**config.mk**
```make
export PLATFORM = sky130hd
export DESIGN_NAME = ioctl_ldr_bridge
export DESIGN_NICKNAME = d
export VERILOG_FILES = /design/src/rtl/ioctl_ldr_bridge.sv
export SDC_FILE = /design/constraint.sdc
export NUM_CORES = 1
export LEC_CHECK = 0
export BUFFER_PORTS_ARGS = -buffer_cell sky130_fd_sc_hd__buf_4
export CAP_MARGIN = 20
export CORE_MARGIN = 2
export CORE_UTILIZATION = 45
export CTS_CLUSTER_DIAMETER = 100
export DETAILED_ROUTE_END_ITERATION = 10
export PLACE_DENSITY_LB_ADDON = 0.15
export SYNTH_ARGS = -nofsm -noshare
export SYNTH_HDL_FRONTEND = slang
export SYNTH_SLANG_ARGS = --single-unit
```
**constraint.sdc**
```tcl
create_clock -name clk_sys -period 5.1 [get_ports clk_sys]
set_input_delay 1.02 -clock clk_sys [delete_from_list [all_inputs] [get_ports clk_sys]]
set_output_delay 1.02 -clock clk_sys [all_outputs]
set_load 0.05 [all_outputs]
```
**src/rtl/ioctl_ldr_bridge.sv**
```systemverilog
// Byte-to-word bridge between the HPS ioctl download stream and a 16-bit loader write port.
// Bytes are paired into big-endian words, queued in a small FIFO and written with a req/ack handshake.
module ioctl_ldr_bridge #(
  parameter int unsigned DEPTH = 4,
  parameter int unsigned AW    = 20
) (
  input  logic          clk_sys,
  input  logic          reset_n,
  input  logic          ioctl_download,
  input  logic          ioctl_wr,
  input  logic [24:0]   ioctl_addr,
  input  logic [7:0]    ioctl_dout,
  output logic          ioctl_wait,
  output logic          ldr_aen,
  output logic [AW-1:0] ldr_addr,
  output logic [15:0]   ldr_wdat,
  output logic [1:0]    ldr_be,
  output logic          ldr_wr,
  input  logic          ldr_ack,
  output logic          ldr_done,
  output logic          ldr_ovf
);

  localparam int unsigned PW = $clog2(DEPTH);
  localparam int unsigned CW = PW + 2;
  localparam int unsigned EW = AW + 18;

  typedef enum logic [1:0] {StIdle, StReq, StGap, StDone} state_e;

  state_e state_q, state_d;

  logic          dl_q, ack_q, seen_q, ovf_q;
  logic          pend_v_q, pend_v_d;
  logic [AW-1:0] pend_addr_q, pend_addr_d;
  logic [7:0]    pend_dat_q, pend_dat_d;
  logic [PW-1:0] wr_ptr_q, rd_ptr_q;
  logic [PW:0]   cnt_q;
  logic [EW-1:0] mem_q [DEPTH];
  logic [AW-1:0] ldr_addr_q;
  logic [15:0]   ldr_wdat_q;
  logic [1:0]    ldr_be_q;

  logic          unused_addr;
  logic [AW-1:0] baddr;
  logic          byte_acc, contig, push_a, push_b, acc_a, acc_b, pop, load;
  logic          ack_rise, dl_rise, empty, ovf_set;
  logic [EW-1:0] ent_a, ent_b;
  logic [CW-1:0] room, n_push;

  assign unused_addr = ^ioctl_addr[24:AW];
  assign baddr       = ioctl_addr[AW-1:0];
  assign byte_acc    = ioctl_wr & ioctl_download;
  assign ack_rise    = ldr_ack & ~ack_q;
  assign dl_rise     = ioctl_download & ~dl_q;
  assign empty       = (cnt_q == '0);
  assign pop         = (state_q == StReq) & ack_rise;

  // Pending bytes are always even, so contiguity is an odd byte in the same word.
  assign contig = pend_v_q & baddr[0] & (baddr[AW-1:1] == pend_addr_q[AW-1:1]);
  assign push_a = pend_v_q & ((byte_acc & ~contig) | ~ioctl_download);
  assign ent_a  = {pend_addr_q, pend_dat_q, 8'h00, 2'b10};
  assign push_b = byte_acc & baddr[0];
  assign ent_b  = {baddr[AW-1:1], 1'b0, (contig ? pend_dat_q : 8'h00), ioctl_dout,
                   (contig ? 2'b11 : 2'b01)};

  // Up to two pushes per cycle; a slot freed by a same-cycle pop is usable.
  assign room    = CW'(DEPTH) + CW'(pop) - CW'(cnt_q);
  assign acc_a   = push_a & (room != '0);
  assign acc_b   = push_b & (room > CW'(acc_a));
  assign n_push  = CW'(acc_a) + CW'(acc_b);
  assign ovf_set = (push_a & ~acc_a) | (push_b & ~acc_b);

  always_comb begin
    pend_v_d    = pend_v_q;
    pend_addr_d = pend_addr_q;
    pend_dat_d  = pend_dat_q;
    if (byte_acc) begin
      pend_v_d = ~baddr[0];
      if (!baddr[0]) begin
        pend_addr_d = baddr;
        pend_dat_d  = ioctl_dout;
      end
    end else if (!ioctl_download) begin
      pend_v_d = 1'b0;
    end
  end

  always_ff @(posedge clk_sys) begin
    if (acc_a) mem_q[wr_ptr_q] <= ent_a;
    if (acc_b) mem_q[wr_ptr_q + PW'(acc_a)] <= ent_b;
  end

  always_ff @(posedge clk_sys or negedge reset_n) begin
    if (!reset_n) begin
      dl_q        <= 1'b0;
      ack_q       <= 1'b0;
      seen_q      <= 1'b0;
      ovf_q       <= 1'b0;
      pend_v_q    <= 1'b0;
      pend_addr_q <= '0;
      pend_dat_q  <= '0;
      wr_ptr_q    <= '0;
      rd_ptr_q    <= '0;
      cnt_q       <= '0;
      ldr_addr_q  <= '0;
      ldr_wdat_q  <= '0;
      ldr_be_q    <= '0;
    end else begin
      dl_q        <= ioctl_download;
      ack_q       <= ldr_ack;
      seen_q      <= seen_q | ioctl_download;
      ovf_q       <= (ovf_q & ~((state_q == StDone) & dl_rise)) | ovf_set;
      pend_v_q    <= pend_v_d;
      pend_addr_q <= pend_addr_d;
      pend_dat_q  <= pend_dat_d;
      wr_ptr_q    <= wr_ptr_q + PW'(n_push);
      rd_ptr_q    <= rd_ptr_q + PW'(pop);
      cnt_q       <= (PW+1)'(CW'(cnt_q) + n_push - CW'(pop));
      if (load) {ldr_addr_q, ldr_wdat_q, ldr_be_q} <= mem_q[rd_ptr_q];
    end
  end

  always_ff @(posedge clk_sys or negedge reset_n) begin
    if (!reset_n) state_q <= StIdle;
    else          state_q <= state_d;
  end

  always_comb begin
    state_d = state_q;
    load    = 1'b0;
    unique case (state_q)
      StIdle: begin
        if (!empty) begin
          state_d = StReq;
          load    = 1'b1;
        end else if (!ioctl_download && seen_q && !pend_v_q) begin
          state_d = StDone;
        end
      end
      StReq:   if (ack_rise) state_d = StGap;
      StGap:   state_d = StIdle;
      StDone:  if (dl_rise) state_d = StIdle;
      default: state_d = StIdle;
    endcase
  end

  always_comb begin
    ldr_wr     = (state_q == StReq);
    ldr_done   = (state_q == StDone);
    ldr_ovf    = ovf_q;
    ldr_addr   = ldr_addr_q;
    ldr_wdat   = ldr_wdat_q;
    ldr_be     = ldr_be_q;
    ioctl_wait = (cnt_q >= (PW+1)'(DEPTH - 2));
    // Gated by reset so the bus is released while reset_n is low.
    ldr_aen    = reset_n & ~ldr_done &
                 (ioctl_download | ~empty | pend_v_q | (state_q == StReq) | (state_q == StGap));
  end

endmodule
```
== Word-level counts from Yosys, hierarchy flattened ==
Memories as Yosys holds them, arrays and structs flattened. A register that Yosys moved wholly into a read port is not among the register bits.
Cells that the tools add are included.
Widths: inputs -> output; s select.
Operators by class
  eq/ne operators: 8
  reductions and logical operators: 10
  bitwise operators: 35
  muxes and demuxes: 15
  magnitude comparators: 2
  $add $sub $neg: 8
Operator list (count)
  $eq 19x19->1: 1
  $and 1x1->1: 17
  $mux 2: 5
  $not 1->1: 10
  $mux 1: 8
  $mux 8: 1
  $or 1x1->1: 8
  $pmux 2 s4: 1
  $ne 2x1->1 const B: 3
  $add 2x1->2: 2
  $add 3x1->4 const A: 1
  $eq 2x2->1 const B: 2
  $gt 4x1->1: 1
  $reduce_bool 4->1: 1
  $sub 4x3->4: 1
  $add 3x2->3: 1
  $ge 3x2->1 const B: 1
  $logic_not 1->1: 3
  $logic_not 3->1: 1
  $ne 3x3->1 const B: 1
  $reduce_and 3->1: 1
  $sub 3x1->3: 1
  $add 1x1->2: 1
  $add 2x2->2: 1
  4 further kinds: 5
Word-level totals
  output and inout bits: 43
  register bits: 61
  bits in writable memories: 148
  logic and storage cells: 91
  input port bits: 38
  memories kept: 1
Memories
  mem_q: words 4, width 37, read ports 1, clocked after Yosys merged registers in 1, wr ports 2, line 38  | logic [EW-1:0] mem_q [DEPTH];

== Logic depth before layout (Yosys ltp) ==
  depth after elaboration: 13
  depth in mapped cells: 21
  gate-level depth less buffers: 20

== Worst setup path after synthesis ==
Ideal clock, no wire load.
  path type: input port to flip-flop
  start point: in ldr_ack
  end point: mem mem_q[3][10] (netlist name), enable pin
  buffers on the path: 2
  data arrival time: 5659 ps
  cell stages on the path: 13
  data required time: 4621 ps
  slack: -1038 ps
  cells stage by stage: nand2b_1 nor3_1 inv_1 ha_1 inv_1 ha_1 nor2_1 o21a_1 nor3b_1 clkbuf_1 clkbuf_1 nand2_1 o21ai_0
RTL lines
  from (decl): line 19  | input logic ldr_ack,
  to (decl): line 38

==> metrics.md <==
| Metric | Value |
|---|---|
| Number of enable flip-flop cells after synthesis | 144 |
| Yosys Warn Count | 0 |
| CP Capture Type | register |
| FF+latch count, synth | ~230 |
| Antenna Nets Post-Route | 0 |
| GRT overflow | 0 |
| Initial core utilization | between 40% and 50% |
| Seq/Total Area, Yosys | approximately three fifths |
| Postcts setup bufs | 0 |
| Io pins | roughly 80 |
| Most used DFF post-synth | edfxtp_1 |
| Final min period | between 4 and 5 ns |
| Setup violators final | 0 |
| Post-synth cell types | 54 |
| Syn Inst Count | 748 |
| Commonest cells after routing, fill and taps aside | edfxtp_1, buf_4, dfrtp_1, a32o_1, mux2_2 |
| Clock latency on the worst-skew pair | approximately 0.52 ns |
| Critical path class | in -> reg |
| Routed wire per std cell | roughly 23 um |
| Final period util | 90.5% |
| Global-route wire length before repair | slightly above 40 mm |
| Mux share of post-synthesis cell area | approximately 14% |
| Hold Crit Class | reg -> reg |
| Cell area power density | between 500 and 600 mW/mm2 |
| Clock sink total | around 230 |
| Vias in the first global route | approximately 7100 |
| Ys async rst share | 34.5% |
| Worst EP required | ~5.4 ns |
| Simple-Gate Fraction of Synth Area | under 10% |
| Max Cap Viol | 0 |
| Avg Cell Area, Syn | 14.3 um2 |
| Synth Area in XOR/XNOR | about 1.7% |
| Largest family of logic cells by synthesized area | multiplexers |
| Iter 0 DRT Violations | roughly 630 |
| Via Count | 7078 |
| Initial antenna violation count | 0 |
| Hold_buf cts | 0 |
| Largest net degree at the start of global routing | between 60 and 70 |
| IO Port Bufs | 74 |
| GRT Util Overall | between 20% and 30% |
| Clk slew on worst S/H paths | ~0.07 ns |
| Max clock buf depth | 3 |
| Num rows | 56 |
| Final hold violations | 0 |
| Highest ir drop seen on vdd | around 0.25 mV |
| Cell area after layout | roughly 0.012 mm2 |
| Status | finished clean |
| Post-synth net total | 797 |
| Post-place instance area | ~0.012 mm2 |
| Total core area | around 0.023 mm2 |
| Compound-Gate Fraction of Synth Area | 11.0% |
| DP HPWL | approximately 16 mm |
| Die W | roughly 160 um |
| Antenna cells | 0 |
| Post-Layout Cell Count | 1152 |
| DRT Pass-1 Iters | 5 |
| Adder-cell share of the synthesized area | around 1.4% |
| Fmax | 217 MHz |
| H-tree depth | 1 |
| Total power | slightly below 7 mW |
| CP max FO | 17 |
| Inserted Clock Buffers | 25 |
| Crit path DAT | between 4 and 5 ns |
| Final Max Tran Viols | 0 |
| Vias per Instance | 6.14 |
| Routability congestion estimate | 0.858 |
| Least-Margin Pin Slew | around 1.1 ns |
| Commonest non-fill, non-tap cell in the layout | edfxtp_1 |
| Routed WL | between 20 and 30 mm |
| Post-placement cell count | approximately 1100 |
| Root Driver | clkbuf_16 |
| Crit path launch type | input pin |
| Mapped Area | between 0.01 and 0.015 mm2 |
| Max_slew headroom | roughly a quarter |
| Total die area | 0.0251 mm2 |
| DIE HEIGHT | around 160 um |
| Area growth syn-to-layout | 16.5% |
| CTS tree | built |
| DRC violations left | 0 |
| RSZ-0062 raised after global routing | no |
| Final Skew | between 0.01 and 0.015 ns |
| Pleak | between 4 and 5 nW |
| NumNets Final | between 800 and 900 |
| Layout cells sized above 1 | between 30% and 40% |
| PostCTS Resize Cnt | 0 |
report_power, final:
| group | switching [mW] | total (mW) | internal [mW] | leakage [nW] |
|---|---|---|---|---|
| Clock | 0.714 | 1.72 | 1.01 | 0.390 |
| Sequential | 0.285 | 2.65 | 2.37 | 2.30 |
| Combinational | 1.52 | 2.54 | 1.02 | 1.88 |
| Total | 2.52 | 6.91 | 4.40 | 4.57 |
synth_stat cells (2+ instances only):
cell      count  area, um2
nor3b_1       2       15.0
o21ai_0      12       60.1
nor4_2        2       25.0
nand4_2       2       25.0
nor2b_1      15       93.8
dfxtp_1       4       80.1
nand3_1      21        105
nand2_1      11       41.3
or4_4         2       22.5
buf_6         5       56.3
dfrtp_1      78       1950
nand2b_1      6       37.5
clkbuf_1     39        146
inv_1        29        109
edfxtp_1    144       4320
buf_2        15       75.1
mux4_2       37        833
a21oi_1       6       30.0
and3_1        3       18.8
o211ai_1      2       15.0
nor3_1        3       15.0
xor2_1        3       26.3
o22ai_1      35        219
nor2_1       22       82.6
ha_1         10        125
buf_1         4       15.0
or2_2         3       18.8
nand4_1      22        138
and2_1       34        213
o32ai_1      13        114
mux2_2       61        687
xnor2_1      18        158
a32o_1       64        641
kinds of logic (layout without fill, tap and decap cells):
family,Yosys count,after routing
flops,226,226
simple gates,155,155
compound gates,143,143
mux,98,98
buf+inv,93,178
xor+xnor,21,21
fa+ha+maj,11,11
other cells,1,1
stage by stage:
stage               hold slack (ns)  utilization [%]  setup WS [ns]  setup TNS [ns]
finish                        0.471             53.4          0.483               0
global route                  0.484             53.4          0.208               0
CTS                           0.470             53.4          0.522               0
detailed placement            0.451             50.0        -0.0110         -0.0409
global placement              0.463             50.0         0.0653               0
floorplan                     0.437                -          0.206               0
layer usage:
metal / routed length, um / vias to the layer above / track usage [%]
met3: 1930 / 63 / 3.29
li1: - / 3109 / -
met4: 993 / 0 / 8.88
met2: 13300 / 323 / 37.0
met5: 0 / - / 0
met1: 10700 / 3583 / 28.9
final timing paths:
check	startpoint	endpoint	slack, ns	cells after the start
hold / removal	seen_q	seen_q	0.47	1
setup reg to reg	state_q[0]	mem_q[3][35]	0.58	15
hold reg to reg	seen_q	seen_q	0.47	1
max in group asynchronous	reset_n	rd_ptr_q[0]	3.57	2
setup / recovery	ldr_ack	mem_q[3][35]	0.48	16
min in group asynchronous	reset_n	ldr_wdat[8]	0.49	1
flip-flops by register name (all words and copies together) (netlist names), 3 cells and up:
| register | flops |
|---|---|
| ldr_wdat | 16 |
| pend_addr_q | 19 |
| mem_q | 148 |
| ldr_addr | 19 |
| pend_dat_q | 8 |
| cnt_q | 3 |
cell type report:
cell class                 instances  area [um2]
timing repair buffer             103         811
clock buffer                      29         651
tap                              319         399
clock inverter                    17         130
multi-input combinational        429        4030
inverter                          29         109
sequential                       226        6360
fill                            1989       10900
worst max-delay path, cell delays in order:
cell	delay [ns]
buf_4	0.08
nand2b_1	0.06
nor3_1	0.21
inv_1	0.10
ha_1	0.20
inv_1	0.05
ha_1	0.15
nor2_1	0.08
o21a_1	0.23
nor3_1	0.38
ha_1	0.32
o221a_1	0.32
buf_4	0.20
or2_2	0.46
and3_1	0.58
a32o_1	0.42
Power figures use the tool's default switching activity.
